**src/rtl/lr35902_lcd_fb.sv**
```systemverilog
// PPU frame capture: packs 2-bit pixels four per byte, buffers them in a FIFO and
// writes them to a 160x144 framebuffer over a req/ack port.
module lr35902_lcd_fb #(
  parameter int unsigned FIFO_DEPTH = 8
) (
  input  logic        clk,
  input  logic        reset,
  input  logic        disp_on,
  input  logic        px_out,
  input  logic [1:0]  px,
  output logic        fb_req,
  output logic [12:0] fb_adr,
  output logic [7:0]  fb_dat,
  input  logic        fb_ack,
  output logic        frame_done,
  output logic        overflow,
  input  logic        ov_clr
);
  localparam int unsigned AW     = $clog2(FIFO_DEPTH);
  localparam int unsigned CW     = AW + 1;
  localparam int unsigned EW     = 21;
  localparam logic [7:0]  X_LAST = 8'd159;
  localparam logic [7:0]  Y_LAST = 8'd143;

  typedef enum logic {ST_IDLE, ST_CAPTURE} state_e;

  state_e         state_q, state_d;
  logic [7:0]     x_q, x_d, y_q, y_d;
  logic [12:0]    adr_q, adr_d;
  logic [7:0]     part_q, part_d;
  logic [AW-1:0]  wr_q, wr_d, rd_q, rd_d;
  logic [CW-1:0]  cnt_q, cnt_d, cnt_pop;
  logic [EW-1:0]  mem_q [FIFO_DEPTH];
  logic [EW-1:0]  push_ent, head_d;
  logic [7:0]     slot;
  logic           push, pop, full, accept, drop, frame_end;
  logic           req_q, req_d, fd_q, fd_d, ovf_q, ovf_d;
  logic [12:0]    oadr_q;
  logic [7:0]     odat_q;

  assign fb_req     = req_q;
  assign fb_adr     = oadr_q;
  assign fb_dat     = odat_q;
  assign frame_done = fd_q;
  assign overflow   = ovf_q;

  // Capture state, position counters, packing and FIFO bookkeeping
  always_comb begin
    state_d   = state_q;
    x_d       = x_q;
    y_d       = y_q;
    adr_d     = adr_q;
    part_d    = part_q;
    slot      = part_q;
    push      = 1'b0;
    push_ent  = {adr_q, part_q};
    fd_d      = 1'b0;
    frame_end = (x_q == X_LAST) && (y_q == Y_LAST);

    case (state_q)
      ST_IDLE:    if (disp_on)  state_d = ST_CAPTURE;
      ST_CAPTURE: if (!disp_on) state_d = ST_IDLE;
      default:    state_d = ST_IDLE;
    endcase

    if (state_d == ST_IDLE) begin
      x_d    = '0;
      y_d    = '0;
      adr_d  = '0;
      part_d = '0;
    end else if (px_out) begin
      case (x_q[1:0])
        2'd0:    slot[7:6] = px;
        2'd1:    slot[5:4] = px;
        2'd2:    slot[3:2] = px;
        default: slot[1:0] = px;
      endcase
      part_d = slot;
      if (x_q[1:0] == 2'd3) begin
        push     = 1'b1;
        push_ent = {adr_q, slot};
        adr_d    = frame_end ? 13'd0 : adr_q + 13'd1;
      end
      if (x_q == X_LAST) begin
        x_d = 8'd0;
        y_d = (y_q == Y_LAST) ? 8'd0 : y_q + 8'd1;
      end else begin
        x_d = x_q + 8'd1;
      end
      fd_d = frame_end;
    end

    pop     = req_q & fb_ack;
    full    = (cnt_q == CW'(FIFO_DEPTH));
    accept  = push & (~full | pop);
    drop    = push & ~accept;
    cnt_pop = cnt_q - CW'(pop);
    wr_d    = accept ? wr_q + AW'(1) : wr_q;
    rd_d    = pop ? rd_q + AW'(1) : rd_q;
    cnt_d   = cnt_pop + CW'(accept);
    req_d   = (cnt_d != '0);
    // A byte pushed into an empty (or just-drained) FIFO bypasses the memory read
    head_d  = (accept && cnt_pop == '0) ? push_ent : mem_q[rd_d];
    ovf_d   = drop ? 1'b1 : (ov_clr ? 1'b0 : ovf_q);
  end

  always_ff @(posedge clk or negedge reset) begin
    if (!reset) begin
      state_q <= ST_IDLE;
      x_q     <= '0;
      y_q     <= '0;
      adr_q   <= '0;
      part_q  <= '0;
      wr_q    <= '0;
      rd_q    <= '0;
      cnt_q   <= '0;
      req_q   <= 1'b0;
      oadr_q  <= '0;
      odat_q  <= '0;
      fd_q    <= 1'b0;
      ovf_q   <= 1'b0;
    end else begin
      state_q <= state_d;
      x_q     <= x_d;
      y_q     <= y_d;
      adr_q   <= adr_d;
      part_q  <= part_d;
      wr_q    <= wr_d;
      rd_q    <= rd_d;
      cnt_q   <= cnt_d;
      req_q   <= req_d;
      oadr_q  <= head_d[20:8];
      odat_q  <= head_d[7:0];
      fd_q    <= fd_d;
      ovf_q   <= ovf_d;
    end
  end

  // Entry storage; validity is tracked by the pointers, so no reset is needed
  always_ff @(posedge clk) begin
    if (accept) mem_q[wr_q] <= push_ent;
  end
endmodule

```
**config.mk**
```make
export PLATFORM = sky130hd
export DESIGN_NAME = lr35902_lcd_fb
export DESIGN_NICKNAME = d
export VERILOG_FILES = /design/src/rtl/lr35902_lcd_fb.sv
export SDC_FILE = /design/constraint.sdc
export NUM_CORES = 1
export LEC_CHECK = 0
export ABC_AREA = 1
export CAP_MARGIN = 20
export CORE_AREA = 3 3 147 149
export DETAILED_ROUTE_END_ITERATION = 10
export DIE_AREA = 0 0 150 152
export PLACE_DENSITY = 0.77
export SLEW_MARGIN = 20
export SYNTH_ARGS = -nofsm -noshare
export SYNTH_HDL_FRONTEND = slang
export SYNTH_SLANG_ARGS = --single-unit
```
**constraint.sdc**
```tcl
create_clock -name clk -period 6.75 [get_ports clk]
set_clock_uncertainty 0.1 [all_clocks]
set_input_delay 1.0125 -clock clk [delete_from_list [all_inputs] [get_ports clk]]
set_output_delay 1.0125 -clock clk [all_outputs]
set_load 0.1 [all_outputs]
```
; ---- Yosys cells after proc, flatten, opt, wreduce, memory -nomap -nowiden
; Memory sizes are Yosys's and may differ from the RTL's.
; Index checks and enable logic that the tools add are counted.
[op_classes]
n_eq_ne = 9
bitwise_logic = 6
n_reduce_logical = 9
addsub = 7
muxes = 32
[ops]
columns = cell, n
row1 = 8-bit 2-to-1 mux, 12
row2 = 13-bit 2-to-1 mux, 4
row3 = 21-bit 2-to-1 mux, 1
row4 = 8-bit by 1-bit adder with 8-bit output (second input constant), 2
row5 = 8-bit equality test (second input constant), 2
row6 = 13-bit by 1-bit adder with 13-bit output (second input constant), 1
row7 = 1-bit 2-to-1 mux, 10
row8 = 2-bit 2-to-1 mux, 4
row9 = 3-bit by 1-bit adder with 3-bit output (second input constant), 2
row10 = 4-bit by 1-bit adder with 4-bit output, 1
row11 = 2-bit equality test (second input constant), 2
row12 = 4-bit equality test (second input constant), 1
row13 = 4-bit zero test, 1
row14 = 2-bit by 1-bit != test with 1-bit output (second input constant), 2
row15 = 2-bit AND reduction, 2
row16 = 4-bit nonzero test, 1
row17 = 4-bit by 1-bit subtractor with 4-bit output, 1
row18 = 1-bit bitwise AND, 3
row19 = 3-bit 2-to-1 mux, 1
row20 = 3-bit OR reduction, 1
row21 = 2-bit by 1-bit equality test with 1-bit output (second input constant), 1
row22 = 1-bit logical AND, 2
row23 = 2-bit zero test, 1
row24 = 2-bit != test (second input constant), 1
row25 = other kinds (3), 4
[totals]
register_bits = 71
elab_cells = 76
output_inout_bits = 24
n_memories = 1
ramBits = 168
inputBits = 8
[memory_table]
columns = name, depth, word_bits, read_ports, rd_ports_with_merged_regs, wr, line
row1 = mem_q, 8, 21, 1, 0, 1, 33  ; logic [EW-1:0] mem_q [FIFO_DEPTH];

; ---- Logic depth before layout (Yosys ltp)
; Gate-level depths: netlist of run 1.
[logic_depth]
depth_word = 8
mapped_depth = 12

; ---- Worst setup path before layout of run 1
; No wires, ideal clock.
[synth_path]
kind = input to register
startpoint = input disp_on
endpoint = memory mem_q[0][0], enable pin
t_required_ns = 6.251
path_slack_ns = 3.565
n_path_buf = 1
stages = 6
arrival_ns = 2.686
path_cell_list = buf_4 nand2_2 nor2_4 nand2_1 or2_2 nor2_1
[synth_between]
elab_chain_cells = 5
[synth_lines]
columns = item, line
row1 = from (decl), 8  ; input logic disp_on,
row2 = 1-bit 2-to-1 mux, "61, 62"
row3 = 1-bit 2-to-1 mux, 66  ; if (state_d == ST_IDLE) begin
row4 = 1-bit bitwise AND, 95  ; accept = push & (~full | pop);
row5 = 1-bit 2-to-1 mux, 141  ; if (accept) mem_q[wr_q] <= push_ent;
row6 = 1-bit 2-to-1 mux (implied by the code), 141
row7 = to (decl), 33
; Every way passes these cells.

; ---- Worst setup path in the final report of run 1
[layout_path]
startpoint = input fb_ack
endpoint = register oadr_q[3] (netlist: fb_adr[3])
[layout_between]
elab_chain_cells = 5
elab_cells_between_ends = 9
cone_classes = add/sub (1) / mux (2) / bitwise (3) / reduce/logical (2) / memory (1)
[layout_lines]
columns = item, line
row1 = from (decl), 14  ; input logic fb_ack,
row2 = 1-bit bitwise AND *, 93  ; pop = req_q & fb_ack;
row3 = 4-bit by 1-bit subtractor with 4-bit output / 1-bit bitwise OR (equally long branches), "97, 95"
row4 = 4-bit zero test / 1-bit bitwise AND (equally long branches), "103, 95"
row5 = 1-bit logical AND, 103  ; head_d = (accept && cnt_pop == '0) ? push_ent : mem_q[rd_d];
row6 = 21-bit 2-to-1 mux *, 103
row7 = net head_d[11], 34  ; logic [EW-1:0] push_ent, head_d;
row8 = to (signal assigned), 132  ; oadr_q <= head_d[20:8];
row9 = to (decl), 38  ; logic [12:0] oadr_q;
; The timed path passes the listed nets; every way through them passes the cells marked *.
; A chain may end at the register's enable or synchronous reset.

==> results of run 1 <==
[layout make-up]
| class | instances | area, µm² | area share [%] |
|---|---|---|---|
| tap | 270 | 337.8 | 2.795 |
| sequential | 239 | 6822 | 56.44 |
| multi-input combinational | 615 | 3064 | 25.35 |
| clock buffer | 31 | 658.1 | 5.446 |
| clock inverter | 13 | 111.4 | 0.9214 |
| inverter | 184 | 690.7 | 5.715 |
| timing repair buffer | 43 | 401.6 | 3.323 |
[worst max-delay path by stage]
stage,slack (ns),cells after the start,end,startpoint
2_1_floorplan,3.57,6,mem_q[0][0]$_DFFE_PP_,disp_on
3_3_place_gp,2.70,11,fb_dat[6]$_DFF_PN0_,fb_ack
3_5_place_dp,2.63,11,fb_adr[5]$_DFF_PN0_,fb_ack
4_1_cts,3.12,11,fb_adr[3]$_DFF_PN0_,fb_ack
5_1_grt,2.84,11,fb_adr[5]$_DFF_PN0_,fb_ack
6_report,3.06,11,fb_adr[3]$_DFF_PN0_,fb_ack
[synthesized netlist by cell type]
cell type                    n
sky130_fd_sc_hd__a21oi_1    14
sky130_fd_sc_hd__buf_2      20
sky130_fd_sc_hd__buf_4       2
sky130_fd_sc_hd__buf_6       7
sky130_fd_sc_hd__clkbuf_1   15
sky130_fd_sc_hd__clkinv_1    1
sky130_fd_sc_hd__dfrtp_1    71
sky130_fd_sc_hd__edfxtp_1  168
sky130_fd_sc_hd__ha_1       12
sky130_fd_sc_hd__inv_1     180
sky130_fd_sc_hd__inv_2       3
sky130_fd_sc_hd__nand2_1   246
sky130_fd_sc_hd__nand2_2     4
sky130_fd_sc_hd__nand3_1   191
sky130_fd_sc_hd__nand3_2     1
sky130_fd_sc_hd__nand3b_1   43
sky130_fd_sc_hd__nand4_1     4
sky130_fd_sc_hd__nor2_1     35
sky130_fd_sc_hd__nor2_4      1
sky130_fd_sc_hd__nor3_1      3
sky130_fd_sc_hd__nor3b_1     1
sky130_fd_sc_hd__o211ai_1    1
sky130_fd_sc_hd__o21ai_0    36
sky130_fd_sc_hd__o21ai_2     1
sky130_fd_sc_hd__o21bai_1    2
sky130_fd_sc_hd__o22ai_1     5
sky130_fd_sc_hd__o32ai_1     1
sky130_fd_sc_hd__o41ai_1     1
sky130_fd_sc_hd__or2_2       1
sky130_fd_sc_hd__xnor2_1     4
sky130_fd_sc_hd__xor2_1      8
[worst max-delay path, cell delays in order]
cell and delay [ns]:
sky130_fd_sc_hd__clkdlybuf4s50_1 0.55, sky130_fd_sc_hd__nand2_2 0.16, sky130_fd_sc_hd__nand2_2 0.09, sky130_fd_sc_hd__buf_4 0.57, sky130_fd_sc_hd__nand2_2 0.58, sky130_fd_sc_hd__buf_4 0.48, sky130_fd_sc_hd__nand2_1 0.12, sky130_fd_sc_hd__nand3_1 0.12
sky130_fd_sc_hd__nand3_1 0.11, sky130_fd_sc_hd__nand3_1 0.10, sky130_fd_sc_hd__nand2_1 0.07
[routing by layer]
metal  track usage (%)  vias to the layer above  part of all wire, %
li1                  -                     3600                    -
met1             29.60                     3542                   42
met2             34.25                      297                   48
met3             3.068                       48                  7.2
met4             7.625                        0                  2.4
met5                 0                        -                    0
[registers in the layout, indices dropped and copies added, names as in the netlist, 4 cells and up]
name    cells
part_q      8
x_q         8
fb_dat      8
fb_adr     13
adr_q      13
cnt_q       4
mem_q     168
y_q         8
[power breakdown]
part | internal [mW] | switching [mW]
clock network | 0.763 | 0.538
registers | 1.70 | 0.0619
logic | 0.527 | 1.47
total | 2.99 | 2.07
[kinds of logic after synthesis]
group,count (synthesis),synth area share [%]
xor+xnor,12,0.9748
simple gates,530,22.57
buf+inv,228,8.727
flops,239,63.27
fa+ha+maj,12,1.393
compound gates,61,3.064
[through the flow]
step                      power [mW]  utilization, %  area (µm²)  worst slack [ns]  instances
after floorplan                3.324               -       10780             3.565       1082
after global placement         3.730           55.68       11300             2.702       1350
after detailed placement       3.768           55.69       11300             2.629       1350
after CTS                      5.068           59.48       12070             3.121       1394
after global routing           5.336           59.54       12090             2.842       1395
final                          5.055           59.54       12090             3.063       1395
==> reports/metrics.cfg, run 1 <==
[floorplan]
pin_count = 32
core_region_area_um2 = 20300
die_height_um = 152
start_util_pct = 53.11
floorplan.die_area_um2 = 22800
fp.dieW_um = 150
placementRows = 52

[global_route]
grt_max_degree = 72
antenna_violations_before_repair = 0
global_route.usage.total_pct = 21.24
global_route.overflow_total = 0
wire_length_of_the_first_global_routing_pass_um = 38940
first_global_vias = 7577

[detailed_routing]
ant_nets = 0
drcViolationCount = 0
detail_route.wirelength_um = 23760
first_pass_iters = 5
dr_total_vias = 7487
drt_iter0_drc = 621
wl_per_cell_um = 17.03
vias_per_cell = 5.367

[yosys]
netlist_area_um2 = 10780
synth_top_cell_by_area = sky130_fd_sc_hd__edfxtp_1
avgSynthCellArea_um2 = 9.965
synthTopCellsByArea = sky130_fd_sc_hd__edfxtp_1 47%, sky130_fd_sc_hd__dfrtp_1 16%, sky130_fd_sc_hd__nand3_1 8.9%, sky130_fd_sc_hd__nand2_1 8.6%, sky130_fd_sc_hd__inv_1 6.3%
yosysUniqueCellTypes = 31
number_of_cells_produced_by_synthesis = 1082
synth.net_count = 1102
synth_seq_area_share_pct = 63.27
synth-seq-cells = 239
synth_top_area_share_pct = 46.79
ys.warnings.count = 0

[clocking]
cts_repair_resize_count = 0
cts-htree-levels = 1
clock_tree_from_tritoncts = yes
cts_hold_buf = 0
worst_skew_pair_latency_ns = 0.51
clock-root-buffer = sky130_fd_sc_hd__clkbuf_16
cts_buffer_depth = 3
tritoncts_num_sinks = 239
cts_inserted_buffers = 24
worst_setup_hold_path_clk_slew_ns = 0.06
cts_setup_buffers = 0

[final_layout]
share_of_post_route_cells_with_drive_strength_above_1_pct = 6.133
layout.cells.most_common = sky130_fd_sc_hd__nand2_1
count_of_inserted_antenna_diode_cells = 0
top_library_cells_by_usage_in_the_layout_fill_and_taps_aside = 245 x sky130_fd_sc_hd__nand2_1, 191 x sky130_fd_sc_hd__nand3_1, 180 x sky130_fd_sc_hd__inv_1, 168 x sky130_fd_sc_hd__edfxtp_1, 71 x sky130_fd_sc_hd__dfrtp_1
flow.area_growth_from_synthesis_pct = 12.09
fin_nets = 1127
final.fill_count = 1635

[place]
port_buf_inserts = 31
hpwlAfterDp_um = 13400
place.gp.congestion = 0.8353

[hold_path]
hold_path.class = in2async

[pwr]
irDropWorstVdd_mv = 0.2243
cellLeakagePower_nw = 5.192
pwr_density_cell_nw_per_um2 = 418.3

[worst_setup_path]
worst-endpoint-required_ns = 7.10
reg2reg_to = fb_adr[3]$_DFF_PN0_
r2r_setup_slack_ns = 3.70
worstReg2RegStart = fb_req$_DFF_PN0_
criticalPathCategory = in2reg
worst_setup_path_end_kind = register
r2r.worst_path.cells = 10
worst_setup_path_start_kind = input port
critical_path_arrival_ns = 4.03
critPathMaxFanout = 64

[timing]
post-route-period-util_pct = 54.62
max_clock_freq_mhz = 271.2
setup_tns_ns = 0
period_needed_ns = 3.687
timing.max_slew.rel_slack_pct = 25.78
final_hold_violating_endpoints = 0
rsz0062_at_grt = no
setup_viol = 0
max_slew.worst_pin.slew_ns = 1.111
hold-worst-slack_ns = 0.4188
timing_max_transition_violations_final = 0

[status]
status = finished, final reports clean

[flow_run]
drv.max_cap_violation_count = 0

Power figures use the tool's default switching activity.
==> run 2: changes to the inputs <==
- PLACE_DENSITY: 0.77 -> 0.79
- clock period: 6.75 -> 3.1 ns (I/O delays scaled with it)
==> reports/metrics.cfg, run 2 (same netlist as run 1, synthesis figures left out) <==
[pwr]
power.internal_mw = 6.696
power.combinational.fraction_pct = 39.5
power_switching_mw = 4.601
cellLeakagePower_nw = 5.338
irDropWorstVdd_mv = 0.5839
pwr_density_cell_nw_per_um2 = 924.3
clkPwrFrac_pct = 26.5
switching_share_of_power_pct = 40.73
finalPower_mw = 11.30
power.sequential.fraction_pct = 34.0

[floorplan]
placementRows = 52
pin_count = 32
die_height_um = 152
fp.dieW_um = 150
floorplan.die_area_um2 = 22800
start_util_pct = 53.11
core_region_area_um2 = 20300

[detailed_routing]
wl_per_cell_um = 16.79
drcViolationCount = 0
drt_iter0_drc = 756
ant_nets = 0
dr_total_vias = 7584
first_pass_iters = 5
detail_route.wirelength_um = 23670
vias_per_cell = 5.379

[clocking]
clock-root-buffer = sky130_fd_sc_hd__clkbuf_16
cts_repair_resize_count = 0
cts_setup_buffers = 0
clock_tree_from_tritoncts = yes
cts_inserted_buffers = 24
cts_hold_buf = 0
cts_buffer_depth = 3
worst_setup_hold_path_clk_slew_ns = 0.06
worst_skew_pair_latency_ns = 0.51
cts-htree-levels = 1
tritoncts_num_sinks = 239

[worst_setup_path]
worstReg2RegStart = fb_req$_DFF_PN0_
criticalPathCategory = in2reg
worst_setup_path_start_kind = input port
critPathMaxFanout = 21
worst_setup_path_end_kind = register
path_cells = clkdlybuf4s50_1 > nand2_2 > inv_2 > ha_1 > ha_1 > xnor2_1 > nand3_1 > nor2_1 > nand2_1 > inv_2 > nand2_1 > nand2_1
critPathSlowestCell = sky130_fd_sc_hd__clkdlybuf4s50_1
worst_path_most_repeated_cell = sky130_fd_sc_hd__nand2_1
worst-endpoint-required_ns = 3.44
crit_start = fb_ack
max_stage_delay_ns = 0.49
timing.critical_path.max_delay_family = buffers and inverters
buffers_plus_inverters_on_the_worst_setup_path = 3
critical_path_arrival_ns = 2.89

[final_layout]
regArea_um2 = 6822
largest_reg_flops = 168
flow.area_growth_from_synthesis_pct = 13.36
final.fill_count = 1624
layout.cell_area.non_filler_um2 = 12220
register_name_with_the_most_flops = mem_q
multiInputGateArea_um2 = 3047
layout.cells.most_common = sky130_fd_sc_hd__nand2_1
fin_nets = 1142
count_of_inserted_antenna_diode_cells = 0
share_of_post_route_cells_with_drive_strength_above_1_pct = 9.825
top_library_cells_by_usage_in_the_layout_fill_and_taps_aside = 246 x sky130_fd_sc_hd__nand2_1, 191 x sky130_fd_sc_hd__nand3_1, 180 x sky130_fd_sc_hd__inv_1, 168 x sky130_fd_sc_hd__edfxtp_1, 71 x sky130_fd_sc_hd__dfrtp_1

[status]
failed_checks = negative hold slack
status = complete, but fails checks

[timing]
post-route-period-util_pct = 82.50
rsz0062_at_grt = no
max_clock_freq_mhz = 391.0
max_slew.worst_pin.slew_ns = 0.9798
setup_tns_ns = 0
final_hold_violating_endpoints = 2
timing.max_slew.rel_slack_pct = 33.99
timing_max_transition_violations_final = 0
setup_viol = 0
hold-worst-slack_ns = -0.007328
period_needed_ns = 2.557

[hold_path]
hold_path.class = in2async

[place]
hpwlAfterDp_um = 14650
place.gp.congestion = 0.8763
area_after_detailed_placement_um2 = 11370
port_buf_inserts = 31

[global_route]
wire_length_of_the_first_global_routing_pass_um = 38250
first_global_vias = 7460
global_route.usage.total_pct = 20.91
global_route.overflow_total = 0
grt_max_degree = 85
antenna_violations_before_repair = 0

[flow_run]
drv.max_cap_violation_count = 0

-- run 2: cell count changes in the layout (fill, tap and decap cells not counted), moves of 2 or more --
cell                              change
sky130_fd_sc_hd__buf_12               +2
sky130_fd_sc_hd__buf_4               +39
sky130_fd_sc_hd__clkbuf_1             -5
sky130_fd_sc_hd__clkbuf_8             +5
sky130_fd_sc_hd__clkdlybuf4s50_1     -24
sky130_fd_sc_hd__clkinv_2             -3
sky130_fd_sc_hd__clkinvlp_4           +2
sky130_fd_sc_hd__nor2_2               +3
sky130_fd_sc_hd__nor2_4               -3
sky130_fd_sc_hd__o21ai_0              +3
sky130_fd_sc_hd__o21ai_1              -3
-- run 2: final cells by class --
class                      count  area share [%]
timing repair buffer          58           3.890
multi-input combinational    615           24.93
clock buffer                  31           5.794
inverter                     184           5.651
sequential                   239           55.81
tap                          270           2.764
clock inverter                13           1.157
-- run 2: per-layer routing --
| metal | routed length (µm) | GRT usage, % | share of wire [%] |
|---|---|---|---|
| met1 | 9768 | 29.53 | 41 |
| met2 | 11330 | 33.26 | 48 |
| met3 | 1977 | 3.783 | 8.4 |
| met4 | 592 | 6.492 | 2.5 |
| met5 | 0 | 0 | 0 |
-- run 2: stage by stage --
stage	utilization, %	instances	worst slack, ns
floorplan	-	1082	-0.08281
global placement	56.02	1366	0.2432
detailed placement	56.02	1366	0.1173
CTS	60.21	1410	0.5883
global route	60.21	1410	0.3635
finish	60.21	1410	0.5426
-- run 2: power by group through the flow --
stage	registers [mW]	logic, mW	clock network (mW)
3_3_place_gp	3.90	4.29	0
3_5_place_dp	3.90	4.41	0
4_1_cts	3.84	4.44	3.03
5_1_grt	3.87	4.82	3.17
6_report	3.84	4.46	3.00
2_1_floorplan	4.92	2.32	0
-- run 2: path summary, 6_finish.rpt --
path,end,slack (ns),cells past startpoint
min reg2reg,y_q[1]$_DFFE_PN0P_,0.44,2
min in group clk,y_q[1]$_DFFE_PN0P_,0.44,2
max in group asynchronous,x_q[6]$_DFFE_PN0P_,2.24,1
min,adr_q[10]$_DFFE_PN0P_,-0.007,1
max,fb_dat[0]$_DFF_PN0_,0.54,12
max reg2reg,fb_dat[0]$_DFF_PN0_,0.57,11
==> run 3: changes to the inputs <==
- PLACE_DENSITY: 0.79 -> 0.77
- clock period: 3.1 -> 2.6 ns (I/O delays scaled with it)
==> reports/metrics.cfg, run 3 (same netlist as run 1, synthesis figures left out) <==
[final_layout]
layout.cell_area.non_filler_um2 = 12500
largest_reg_flops = 168
fin_nets = 1158
finalNonFillerCells = 1426
flow.area_growth_from_synthesis_pct = 15.96
layout.cells.most_common = sky130_fd_sc_hd__nand2_1
count_of_inserted_antenna_diode_cells = 0
register_name_with_the_most_flops = mem_q
top_library_cells_by_usage_in_the_layout_fill_and_taps_aside = 246 x sky130_fd_sc_hd__nand2_1, 191 x sky130_fd_sc_hd__nand3_1, 180 x sky130_fd_sc_hd__inv_1, 168 x sky130_fd_sc_hd__edfxtp_1, 70 x sky130_fd_sc_hd__dfrtp_1
final.fill_count = 1575
share_of_post_route_cells_with_drive_strength_above_1_pct = 10.90

[detailed_routing]
ant_nets = 0
detail_route.wirelength_um = 24410
drcViolationCount = 0
dr.max_layer_used = met4
wl_met1_um = 9970
dr_total_vias = 7704
wl_per_cell_um = 17.12
drt_iter0_drc = 746
vias_per_cell = 5.403
first_pass_iters = 5
routed-wl-met2_um = 11620
wl_met3_um = 2016

[pwr]
power.combinational.fraction_pct = 40.0
finalPower_mw = 13.70
switching_share_of_power_pct = 40.81
pwr_density_cell_nw_per_um2 = 1096
power_switching_mw = 5.591
power.internal_mw = 8.108
clkPwrFrac_pct = 26.5
cellLeakagePower_nw = 5.460
irDropWorstVdd_mv = 0.9013
power.sequential.fraction_pct = 33.4

[timing]
max_slew.worst_pin.slew_ns = 0.7482
post-route-period-util_pct = 86.68
period_needed_ns = 2.254
setup_tns_ns = 0
rsz0062_at_grt = no
final_hold_violating_endpoints = 0
timing_max_transition_violations_final = 0
setup_viol = 0
max_clock_freq_mhz = 443.7
timing.max_slew.rel_slack_pct = 49.78

[clocking]
cts_buffer_depth = 3
worst_skew_pair_latency_ns = 0.51
cts_inserted_buffers = 24
cts-htree-levels = 1
tritoncts_num_sinks = 239
worst_setup_hold_path_clk_slew_ns = 0.06
clock_tree_from_tritoncts = yes
clock-root-buffer = sky130_fd_sc_hd__clkbuf_16
cts_repair_resize_count = 0

[place]
area_after_detailed_placement_um2 = 11650
hpwlAfterDp_um = 14700
place.gp.congestion = 0.8314
port_buf_inserts = 31
place.detailed.instances = 1381

[worst_setup_path]
crit_start = x_q[1]$_DFFE_PN0P_
worst_setup_path_start_kind = register
worst_setup_path_end_kind = register
critical_path_arrival_ns = 2.55
criticalPathCategory = reg2reg
critPathMaxFanout = 8
worst-endpoint-required_ns = 2.90
worstReg2RegStart = x_q[1]$_DFFE_PN0P_

[floorplan]
placementRows = 52
core_region_area_um2 = 20300
fp.dieW_um = 150
die_height_um = 152
start_util_pct = 53.11
floorplan.die_area_um2 = 22800
pin_count = 32

[hold_path]
hold_path.class = in2async

[global_route]
antenna_violations_before_repair = 0
grt_max_degree = 71
first_global_vias = 7574
global_route.usage.total_pct = 21.54
global_route.overflow_total = 0
wire_length_of_the_first_global_routing_pass_um = 39240

[status]
status = finished, final reports clean

[flow_run]
drv.max_cap_violation_count = 0

[run 3: cell type report]
cell class	instances	area [µm²]	area share [%]
inverters	184	690.7	5.524
multi-input cells	615	3047	24.37
flip-flops and latches	239	6823	54.57
repair buffers	74	760.7	6.085
well taps	270	337.8	2.702
clock buffers	34	709.4	5.675
clock inverters	10	133.9	1.071
[run 3: critical path, stage by stage, from the launching register on]
cell and delay, ns:
sky130_fd_sc_hd__dfrtp_1 0.40, sky130_fd_sc_hd__ha_1 0.26, sky130_fd_sc_hd__nand2_1 0.10, sky130_fd_sc_hd__inv_1 0.12, sky130_fd_sc_hd__nand2_1 0.09, sky130_fd_sc_hd__nor2_1 0.26, sky130_fd_sc_hd__nand2_1 0.20, sky130_fd_sc_hd__nand2_1 0.27
sky130_fd_sc_hd__inv_1 0.16, sky130_fd_sc_hd__o211ai_1 0.11, sky130_fd_sc_hd__nand2_1 0.07
[run 3: per-layer routing]
| metal | up-vias | GRT usage, % |
|---|---|---|
| met4 | 0 | 7.625 |
| li1 | 3676 | - |
| met2 | 322 | 34.85 |
| met3 | 70 | 3.575 |
| met5 | - | 0 |
| met1 | 3636 | 29.66 |
[run 3: power by group through the flow]
stage	clock network [mW]	registers [mW]	logic (mW)
global route	3.82	4.61	5.93
detailed placement	0	4.66	5.41
floorplan	0	5.86	2.77
finish	3.63	4.58	5.48
global placement	0	4.66	5.28
CTS	3.66	4.59	5.46
[run 3: repair_timing]
action | 4_1_cts | 5_1_grt
setup endpoints to repair | 0 | 0
setup buffers | 0 | 0
hold buffers | 1 | 0
hold endpoints to repair | 37 | 0
[run 3: through the flow]
| stage | util (%) | hold slack, ns | worst slack (ns) |
|---|---|---|---|
| 6_report | 61.59 | 0.3074 | 0.3463 |
| 5_1_grt | 61.59 | 0.3561 | 0.1050 |
| 4_1_cts | 61.59 | 0.3142 | 0.3822 |
| 3_5_place_dp | 57.38 | 0.3148 | 0.08622 |
| 3_3_place_gp | 57.38 | 0.3098 | 0.1573 |
| 2_1_floorplan | - | -0.005591 | 0.07298 |
[run 3: worst paths after layout]
kind	to	slack, ns	cells past startpoint
worst max register to register	adr_q[9]$_DFFE_PN0P_	0.35	10
worst max-delay path	adr_q[9]$_DFFE_PN0P_	0.35	10
worst min register to register	y_q[1]$_DFFE_PN0P_	0.41	2
max in group asynchronous	part_q[4]$_DFFE_PN0P_	1.52	3
worst min-delay path	rd_q[1]$_DFF_PN0_	0.31	2
min in group clk	overflow$_DFFE_PN0P_	0.39	2
